<file path="src/rtl/mips_cpu_harvard_run_ctrl_if.sv">
// Bundle between the run controller, the CPU it sequences and the host that starts runs.
// The slave modport is the controller's view; master is the environment's view.
interface mips_cpu_harvard_run_ctrl_if;
    logic        start;
    logic        cpu_active;
    logic [31:0] cpu_register_v0;
    logic        cpu_reset;
    logic        cpu_clk_enable;
    logic        busy;
    logic        done;
    logic        timeout;
    logic        no_start;
    logic [31:0] result;
    logic [31:0] cycle_count;

    modport slave (
        input  start, cpu_active, cpu_register_v0,
        output cpu_reset, cpu_clk_enable, busy, done, timeout, no_start, result, cycle_count
    );

    modport master (
        output start, cpu_active, cpu_register_v0,
        input  cpu_reset, cpu_clk_enable, busy, done, timeout, no_start, result, cycle_count
    );
endinterface

</file>
<file path="src/rtl/mips_cpu_harvard_run_ctrl.sv">
// Sequences reset, start check, timed execution and result capture for mips_cpu_harvard.
// CPU control outputs are decoded from the state; everything else is registered.
module mips_cpu_harvard_run_ctrl #(
    parameter int unsigned RESET_CYCLES   = 1,
    parameter int unsigned TIMEOUT_CYCLES = 100
) (
    input  logic                           clk,
    input  logic                           reset,
    mips_cpu_harvard_run_ctrl_if.slave     bus
);

    localparam int unsigned RCW = (RESET_CYCLES > 1) ? $clog2(RESET_CYCLES) : 1;
    localparam int unsigned CW  = 32;

    typedef enum logic [2:0] {
        S_IDLE,
        S_RESET,
        S_CHECK,
        S_RUN,
        S_DRAIN,
        S_DONE
    } state_t;

    state_t          state_q, state_d;
    logic [RCW-1:0]  rst_cnt_q, rst_cnt_d;
    logic [CW-1:0]   cycle_cnt_q, cycle_cnt_d;
    logic [31:0]     result_q, result_d;
    logic            timeout_q, timeout_d;
    logic            no_start_q, no_start_d;

    // State and datapath registers
    always_ff @(posedge clk) begin
        if (reset) begin
            state_q     <= S_IDLE;
            rst_cnt_q   <= '0;
            cycle_cnt_q <= '0;
            result_q    <= '0;
            timeout_q   <= 1'b0;
            no_start_q  <= 1'b0;
        end else begin
            state_q     <= state_d;
            rst_cnt_q   <= rst_cnt_d;
            cycle_cnt_q <= cycle_cnt_d;
            result_q    <= result_d;
            timeout_q   <= timeout_d;
            no_start_q  <= no_start_d;
        end
    end

    // Next-state and datapath update
    always_comb begin
        state_d     = state_q;
        rst_cnt_d   = rst_cnt_q;
        cycle_cnt_d = cycle_cnt_q;
        result_d    = result_q;
        timeout_d   = timeout_q;
        no_start_d  = no_start_q;

        case (state_q)
            S_IDLE, S_DONE: begin
                if (bus.start) begin
                    state_d     = S_RESET;
                    rst_cnt_d   = RCW'(RESET_CYCLES - 1);
                    cycle_cnt_d = '0;
                    result_d    = '0;
                    timeout_d   = 1'b0;
                    no_start_d  = 1'b0;
                end
            end
            S_RESET: begin
                if (rst_cnt_q == '0) begin
                    state_d = S_CHECK;
                end else begin
                    rst_cnt_d = rst_cnt_q - RCW'(1);
                end
            end
            S_CHECK: begin
                if (bus.cpu_active) begin
                    state_d = S_RUN;
                end else begin
                    state_d    = S_DONE;
                    no_start_d = 1'b1;
                end
            end
            S_RUN: begin
                if (!bus.cpu_active) begin
                    state_d = S_DRAIN;
                end else begin
                    cycle_cnt_d = cycle_cnt_q + CW'(1);
                    // Leaving RUN at the limit keeps the counter saturated at TIMEOUT_CYCLES
                    if (cycle_cnt_q == CW'(TIMEOUT_CYCLES - 1)) begin
                        state_d   = S_DONE;
                        timeout_d = 1'b1;
                        result_d  = bus.cpu_register_v0;
                    end
                end
            end
            S_DRAIN: begin
                state_d  = S_DONE;
                result_d = bus.cpu_register_v0;
            end
            default: state_d = S_IDLE;
        endcase
    end

    assign bus.cpu_reset      = (state_q == S_IDLE) || (state_q == S_RESET);
    assign bus.cpu_clk_enable = (state_q != S_IDLE) && (state_q != S_DONE);
    assign bus.busy           = (state_q == S_RESET) || (state_q == S_CHECK) ||
                                (state_q == S_RUN)   || (state_q == S_DRAIN);
    assign bus.done           = (state_q == S_DONE);
    assign bus.timeout        = timeout_q;
    assign bus.no_start       = no_start_q;
    assign bus.result         = result_q;
    assign bus.cycle_count    = cycle_cnt_q;

endmodule

</file>
<file path="src/flat_wrapper.sv">
// flat-port wrapper written by rule: the top's interface ports become plain ports
module mips_cpu_harvard_run_ctrl_flat 
#(
    parameter int unsigned RESET_CYCLES   = 1,
    parameter int unsigned TIMEOUT_CYCLES = 100
)
  (clk, reset, bus_start, bus_cpu_active, bus_cpu_register_v0, bus_cpu_reset, bus_cpu_clk_enable, bus_busy, bus_done, bus_timeout, bus_no_start, bus_result, bus_cycle_count);
  mips_cpu_harvard_run_ctrl_if bus_i ();
  input  logic clk;
  input  logic reset;
  input wire logic [$bits(bus_i.start)-1:0] bus_start;
  input wire logic [$bits(bus_i.cpu_active)-1:0] bus_cpu_active;
  input wire logic [$bits(bus_i.cpu_register_v0)-1:0] bus_cpu_register_v0;
  output wire logic [$bits(bus_i.cpu_reset)-1:0] bus_cpu_reset;
  output wire logic [$bits(bus_i.cpu_clk_enable)-1:0] bus_cpu_clk_enable;
  output wire logic [$bits(bus_i.busy)-1:0] bus_busy;
  output wire logic [$bits(bus_i.done)-1:0] bus_done;
  output wire logic [$bits(bus_i.timeout)-1:0] bus_timeout;
  output wire logic [$bits(bus_i.no_start)-1:0] bus_no_start;
  output wire logic [$bits(bus_i.result)-1:0] bus_result;
  output wire logic [$bits(bus_i.cycle_count)-1:0] bus_cycle_count;
  assign bus_i.start = bus_start;
  assign bus_i.cpu_active = bus_cpu_active;
  assign bus_i.cpu_register_v0 = bus_cpu_register_v0;
  assign bus_cpu_reset = bus_i.cpu_reset;
  assign bus_cpu_clk_enable = bus_i.cpu_clk_enable;
  assign bus_busy = bus_i.busy;
  assign bus_done = bus_i.done;
  assign bus_timeout = bus_i.timeout;
  assign bus_no_start = bus_i.no_start;
  assign bus_result = bus_i.result;
  assign bus_cycle_count = bus_i.cycle_count;
  mips_cpu_harvard_run_ctrl #(.RESET_CYCLES(RESET_CYCLES), .TIMEOUT_CYCLES(TIMEOUT_CYCLES)) u_core (.clk(clk), .reset(reset), .bus(bus_i));
endmodule
</file>
<file path="config.mk">
export PLATFORM = sky130hd
export DESIGN_NAME = mips_cpu_harvard_run_ctrl_flat
export DESIGN_NICKNAME = d
export VERILOG_FILES = /design/src/rtl/mips_cpu_harvard_run_ctrl_if.sv /design/src/rtl/mips_cpu_harvard_run_ctrl.sv /design/src/flat_wrapper.sv
export SDC_FILE = /design/constraint.sdc
export NUM_CORES = 1
export LEC_CHECK = 0
export CORE_MARGIN = 1
export CORE_UTILIZATION = 45
export DETAILED_ROUTE_END_ITERATION = 16
export PLACE_DENSITY = 0.85
export SETUP_SLACK_MARGIN = 0.5
export SYNTH_ARGS = -nofsm -noshare
export SYNTH_HDL_FRONTEND = slang
export SYNTH_SLANG_ARGS = --single-unit
</file>
<file path="constraint.sdc">
create_clock -name clk -period 5.05 [get_ports clk]
set_clock_uncertainty 0.15 [all_clocks]
set_input_delay 0.505 -clock clk [delete_from_list [all_inputs] [get_ports clk]]
set_output_delay 0.505 -clock clk [all_outputs]
set_load 0.1 [all_outputs]
</file>
Yosys cells after proc, flatten, opt, wreduce, memory -nomap -nowiden
Cells that the tools add are included.
{"block": "totals", "reg_bits": 70, "latch_bits": 0, "ramBits": 0, "mem_bits_ro": 0, "inputBits": 36, "output_inout_bits": 70, "wordCells": 59, "n_memories": 0}
{"block": "classes", "addsub": 2, "multipliers": 0, "div_mod_pow": 0, "magnitude_cmp": 0, "n_eq_ne": 13, "shift": 0, "mux": 20, "bitwise": 0, "n_reduce_logical": 18}
{"cell": "$mux W32", "count": 4}
{"cell": "$pmux W32 S3", "count": 1}
{"cell": "$pmux W32 S2", "count": 1}
{"cell": "$add A32 B1 Y32 const B", "count": 1}
{"cell": "$eq A32 B7 Y1 const B", "count": 1}
{"cell": "$mux W3", "count": 5}
{"cell": "$pmux W3 S5", "count": 1}
{"cell": "$reduce_and A3 Y1", "count": 3}
{"cell": "$ne A2 B2 Y1 const B", "count": 4}
{"cell": "$reduce_and A4 Y1", "count": 2}
{"cell": "$eq A3 B2 Y1 const B", "count": 2}
{"cell": "$eq A3 B3 Y1 const B", "count": 2}
{"cell": "$pmux W1 S2", "count": 3}
{"cell": "$reduce_bool A2 Y1", "count": 3}
{"cell": "$reduce_bool A3 Y1", "count": 2}
{"cell": "$mux W1", "count": 5}
{"cell": "$logic_or A1 B1 Y1", "count": 4}
{"cell": "$eq A3 B1 Y1 const B", "count": 1}
{"cell": "$logic_not A3 Y1", "count": 1}
{"cell": "$ne A3 B2 Y1 const B", "count": 1}
{"cell": "$ne A3 B3 Y1 const B", "count": 1}
{"cell": "$ne A2 B1 Y1 const B", "count": 1}
{"cell": "$reduce_and A2 Y1", "count": 1}
{"cell": "$reduce_or A2 Y1", "count": 1}
{"cell": "2 further kinds", "count": 2}

Depth between registers and ports, before layout
{"block": "logic_depth", "depth_word": 4, "depth_mapped": 7, "mapped_depth_nobuf": 5}

Worst setup path before layout
No wires, ideal clock.
{"block": "synth_timing", "path_type": "register -> output", "from": "register u_core.state_q[1]", "to": "output port bus_done", "arrival_time_ps": 2925, "required_time_ps": 4395, "slack_ps": 1470, "path_stages_with_launch": 4, "n_path_buf": 2, "cell_sequence": "dfxtp_1 -> buf_2 -> buf_1 -> nor3b_1"}
{"block": "synth_between", "elab_chain_len": 1}
{"element": "from (decl)", "line": "mips_cpu_harvard_run_ctrl.sv:24", "source": "state_t state_q, state_d;"}
{"element": "from (signal assigned)", "line": "mips_cpu_harvard_run_ctrl.sv:41", "source": "state_q <= state_d;"}
{"element": "$eq A3 B3 Y1", "line": "mips_cpu_harvard_run_ctrl.sv:110", "source": "assign bus.done = (state_q == S_DONE);"}
{"element": "to (decl)", "line": "flat_wrapper.sv:17", "source": "output wire logic [$bits(bus_i.done)-1:0] bus_done;"}
Every way passes these cells.

Worst setup path after layout
{"block": "layout_timing", "from": "register u_core.state_q[1]", "to": "output port bus_busy"}
{"block": "layout_between", "elab_chain_len": 4, "word_cells_on_any_way": 7, "cone_classes": "eq/ne (4); reduce/logical (3)"}
{"element": "$eq A3 B1 Y1 or $eq A3 B2 Y1 (tied branches)", "line": "mips_cpu_harvard_run_ctrl.sv:108", "source": "assign bus.busy = (state_q == S_RESET) || (state_q == S_CHECK) ||"}
{"element": "$logic_or A1 B1 Y1 (2 in series)", "line": "mips_cpu_harvard_run_ctrl.sv:108"}
{"element": "$logic_or A1 B1 Y1 (*)", "line": "mips_cpu_harvard_run_ctrl.sv:109", "source": "(state_q == S_RUN) || (state_q == S_DRAIN);"}
{"element": "to (decl)", "line": "flat_wrapper.sv:16", "source": "output wire logic [$bits(bus_i.busy)-1:0] bus_busy;"}
Mark *: on every way between the ends. The rest lies on a longest branch, timed or not.

==> impl_metrics.yaml <==
sta:
  maxSlewHeadroom_pct: 19.97
  period_needed_ns: 3.434
  tightest_slew_ns: 1.200
  setup_viol: 0
  timing.fmax_mhz: 291.2
  rsz0062_at_grt: "no"
  timing.final.crit_share_pct: 68.00
  drv_slew: 0
  hold_viol: 0
  setup_tns_ns: 0
drt:
  remaining_drc_errors: 0
  vias: 4302
  avgRoutedWirePerCell_um: 17.33
  via_per_inst: 6.450
  drtAntennaViolNets: 0
  dr.pass1.iters: 5
  initialDrtViolationCount: 278
  wl_um: 11560
grt:
  met1_usage_pct: 31.85
  grt_pass1_wl_um: 18910
  grt_max_degree: 51
  grt_pass1_vias: 4104
  antenna_found_initial: 0
  grt_use_met3_pct: 6.683
  grt_usage_pct: 26.31
  use_met2_pct: 44.24
  top_usage_layer: "met2"
  grt-ovfl-total: 0
power:
  combPwrFrac_pct: 15.3
  p_sw_share_pct: 29.26
  power_density_nw_per_um2: 257.2
  vdd_ir_drop_max_v: 0.0001366
  p_sw_mw: 0.3915
  p_seq_share_pct: 42.7
  p_clk_share_pct: 42.0
  p_leak_nw: 1.539
  cell_internal_pwr_mw: 0.9466
run:
  drv_cap: 0
worst_setup_path:
  worstSetupEndpointType: "output pin"
  crit_type: "register to output pin"
  cp-start-kind: "register"
  critical_path_required_ns: 4.39
  cp_max_fo: 50
  arrival_ns: 2.78
logic_synthesis:
  ys_types: 49
  synthCells: 479
  synth_top_family_by_area: "compound AO/OA/AOI/OAI gates"
  seq_area_frac_synth_pct: 35.64
  avgSynthCellArea_um2: 8.092
  yosys.area_share.simple_pct: 26.50
  synthMuxAreaShare_pct: 2.582
  synth_compound_area_share_pct: 28.60
  synthesis.area_um2: 3876
  ys_seq_elements: 69
  postSynthNetCount: 516
  ys_warn_count: 0
  synthFlopType: "dfxtp_1"
  synth_xor_area_share_pct: 0.4519
  synth-adder-area-share_pct: 0.5810
  synth_edf_count: 0
  synthArstFlopShare_pct: 0
floorplanning:
  initial_utilization_pct: 46.94
  die_w_um: 94.81
  pin_count: 106
  placementRows: 33
  dieArea_um2: 8989
  fp.dieH_um: 94.81
  core_um2: 8258
final_layout:
  fill_cells: 700
  design_area_um2: 5202
  syn_to_final_growth_pct: 34.22
  nets: 594
  diodes: 0
  multiInputGateArea_um2: 2301
  final_cell_mix: "105 x clkdlybuf4s50_1, 86 x nand2_1, 68 x dfxtp_1"
  regArea_um2: 1383
  utilization_pct: 63.00
  layout-drive-gt1-share_pct: 6.584
  final_common_cell: "clkdlybuf4s50_1"
place:
  hpwlAfterDp_um: 7470
  place_area_um2: 4956
  place.gp.congestion: 0.8635
  numPortBuffers: 105
clock_network:
  clk_latency_ns: 0.35
  cts-root-buf: "clkbuf_8"
  cts_tree: "built"
  htreeDepth: 3
  postCtsSetupBuffers: 0
  path_clk_slew_ns: 0.08
  cts_buffers: 9
  cts.path.max_buffers: 2
  cts.hold.buffers_added: 0
  clock-sinks: 69
  ctsResizeCount: 0
worst_hold_path:
  hp-class: "register to register"
outcome:
  outcome: "complete, no violations"
[stage by stage]
step                hold WS (ns)  std cells  worst slack, ns  power (mW)
detailed placement        0.3359        651            2.030      0.7858
floorplan                 0.4731        479            1.470      0.7180
global route              0.3948        667            1.550       1.384
finish                    0.3523        667            1.616       1.338
CTS                       0.3553        667            1.640       1.341
global placement          0.3338        651            2.017      0.7837
[power by group through the flow]
stage / registers, mW / clock network [mW] / logic [mW]
floorplan: 0.613 / 0 / 0.105
global placement: 0.583 / 0 / 0.201
detailed placement: 0.583 / 0 / 0.203
CTS: 0.570 / 0.567 / 0.204
global route: 0.572 / 0.595 / 0.216
finish: 0.571 / 0.562 / 0.205
[cells in the mapped netlist, drive strengths merged (6+ instances only)]
library cell  instances  area [µm²]
a21oi                22       113.9
buf                  18       88.84
clkbuf               30       115.1
dfxtp                69        1381
mux2i                10       100.1
nand2                86       322.8
nand2b                9       56.30
nand3                12       60.06
nand4                12       75.07
nor2                 10       37.54
nor4                 12       75.07
o2111ai              32       280.3
o211ai               67       503.0
o21ai                 7       35.03
o31ai                15       112.6
or3                   6       37.54
or4                  15       112.6
[state kept, by name, indices dropped and copies added, names as in the netlist]
| name | count |
|---|---|
| u_core.bus.cycle_count | 32 |
| u_core.bus.result | 32 |
| u_core.state_q | 3 |
| u_core.bus.no_start | 1 |
| u_core.bus.timeout | 1 |
[worst max-delay path, stage by stage, from the launching register on]
cell and delay [ns]:
dfxtp_2 0.96, nor2_1 0.11, xnor2_1 0.19, clkdlybuf4s50_1 1.15
[per-layer routing]
metal | routed length (µm) | vias up
met5 | 0 | -
met3 | 1122 | 23
li1 | - | 2017
met1 | 4721 | 2035
met4 | 182 | 0
met2 | 5535 | 227
[area by class of cell]
type / count / area share [%]
timing repair buffer: 115 / 21.65
clock buffer: 9 / 2.381
inverter: 4 / 0.2886
tap: 105 / 2.525
multi-input combinational: 358 / 44.23
sequential: 69 / 26.58
clock inverter: 7 / 2.357
[kinds of logic (layout without fill, tap and decap cells)]
logic type,count (synthesis),count (layout)
adders and majority gates,2,2
buffers and inverters,52,135
AOI/OAI and AO/OA,151,151
muxes,10,10
xor gates and xnor gates,2,2
DFF,69,69
and+or+nand+nor,193,193
[path summary, 6_finish.rpt]
path	slack [ns]	from	cells past startpoint	endpoint
worst max register to register	2.10	u_core.state_q[1]	4	u_core.bus.cycle_count[4]
worst min-delay path	0.35	u_core.bus.timeout	1	u_core.bus.timeout
worst min register to register	0.35	u_core.bus.timeout	1	u_core.bus.timeout
worst max-delay path	1.62	u_core.state_q[1]	3	bus_busy
(Power assumes the default switching activity.)
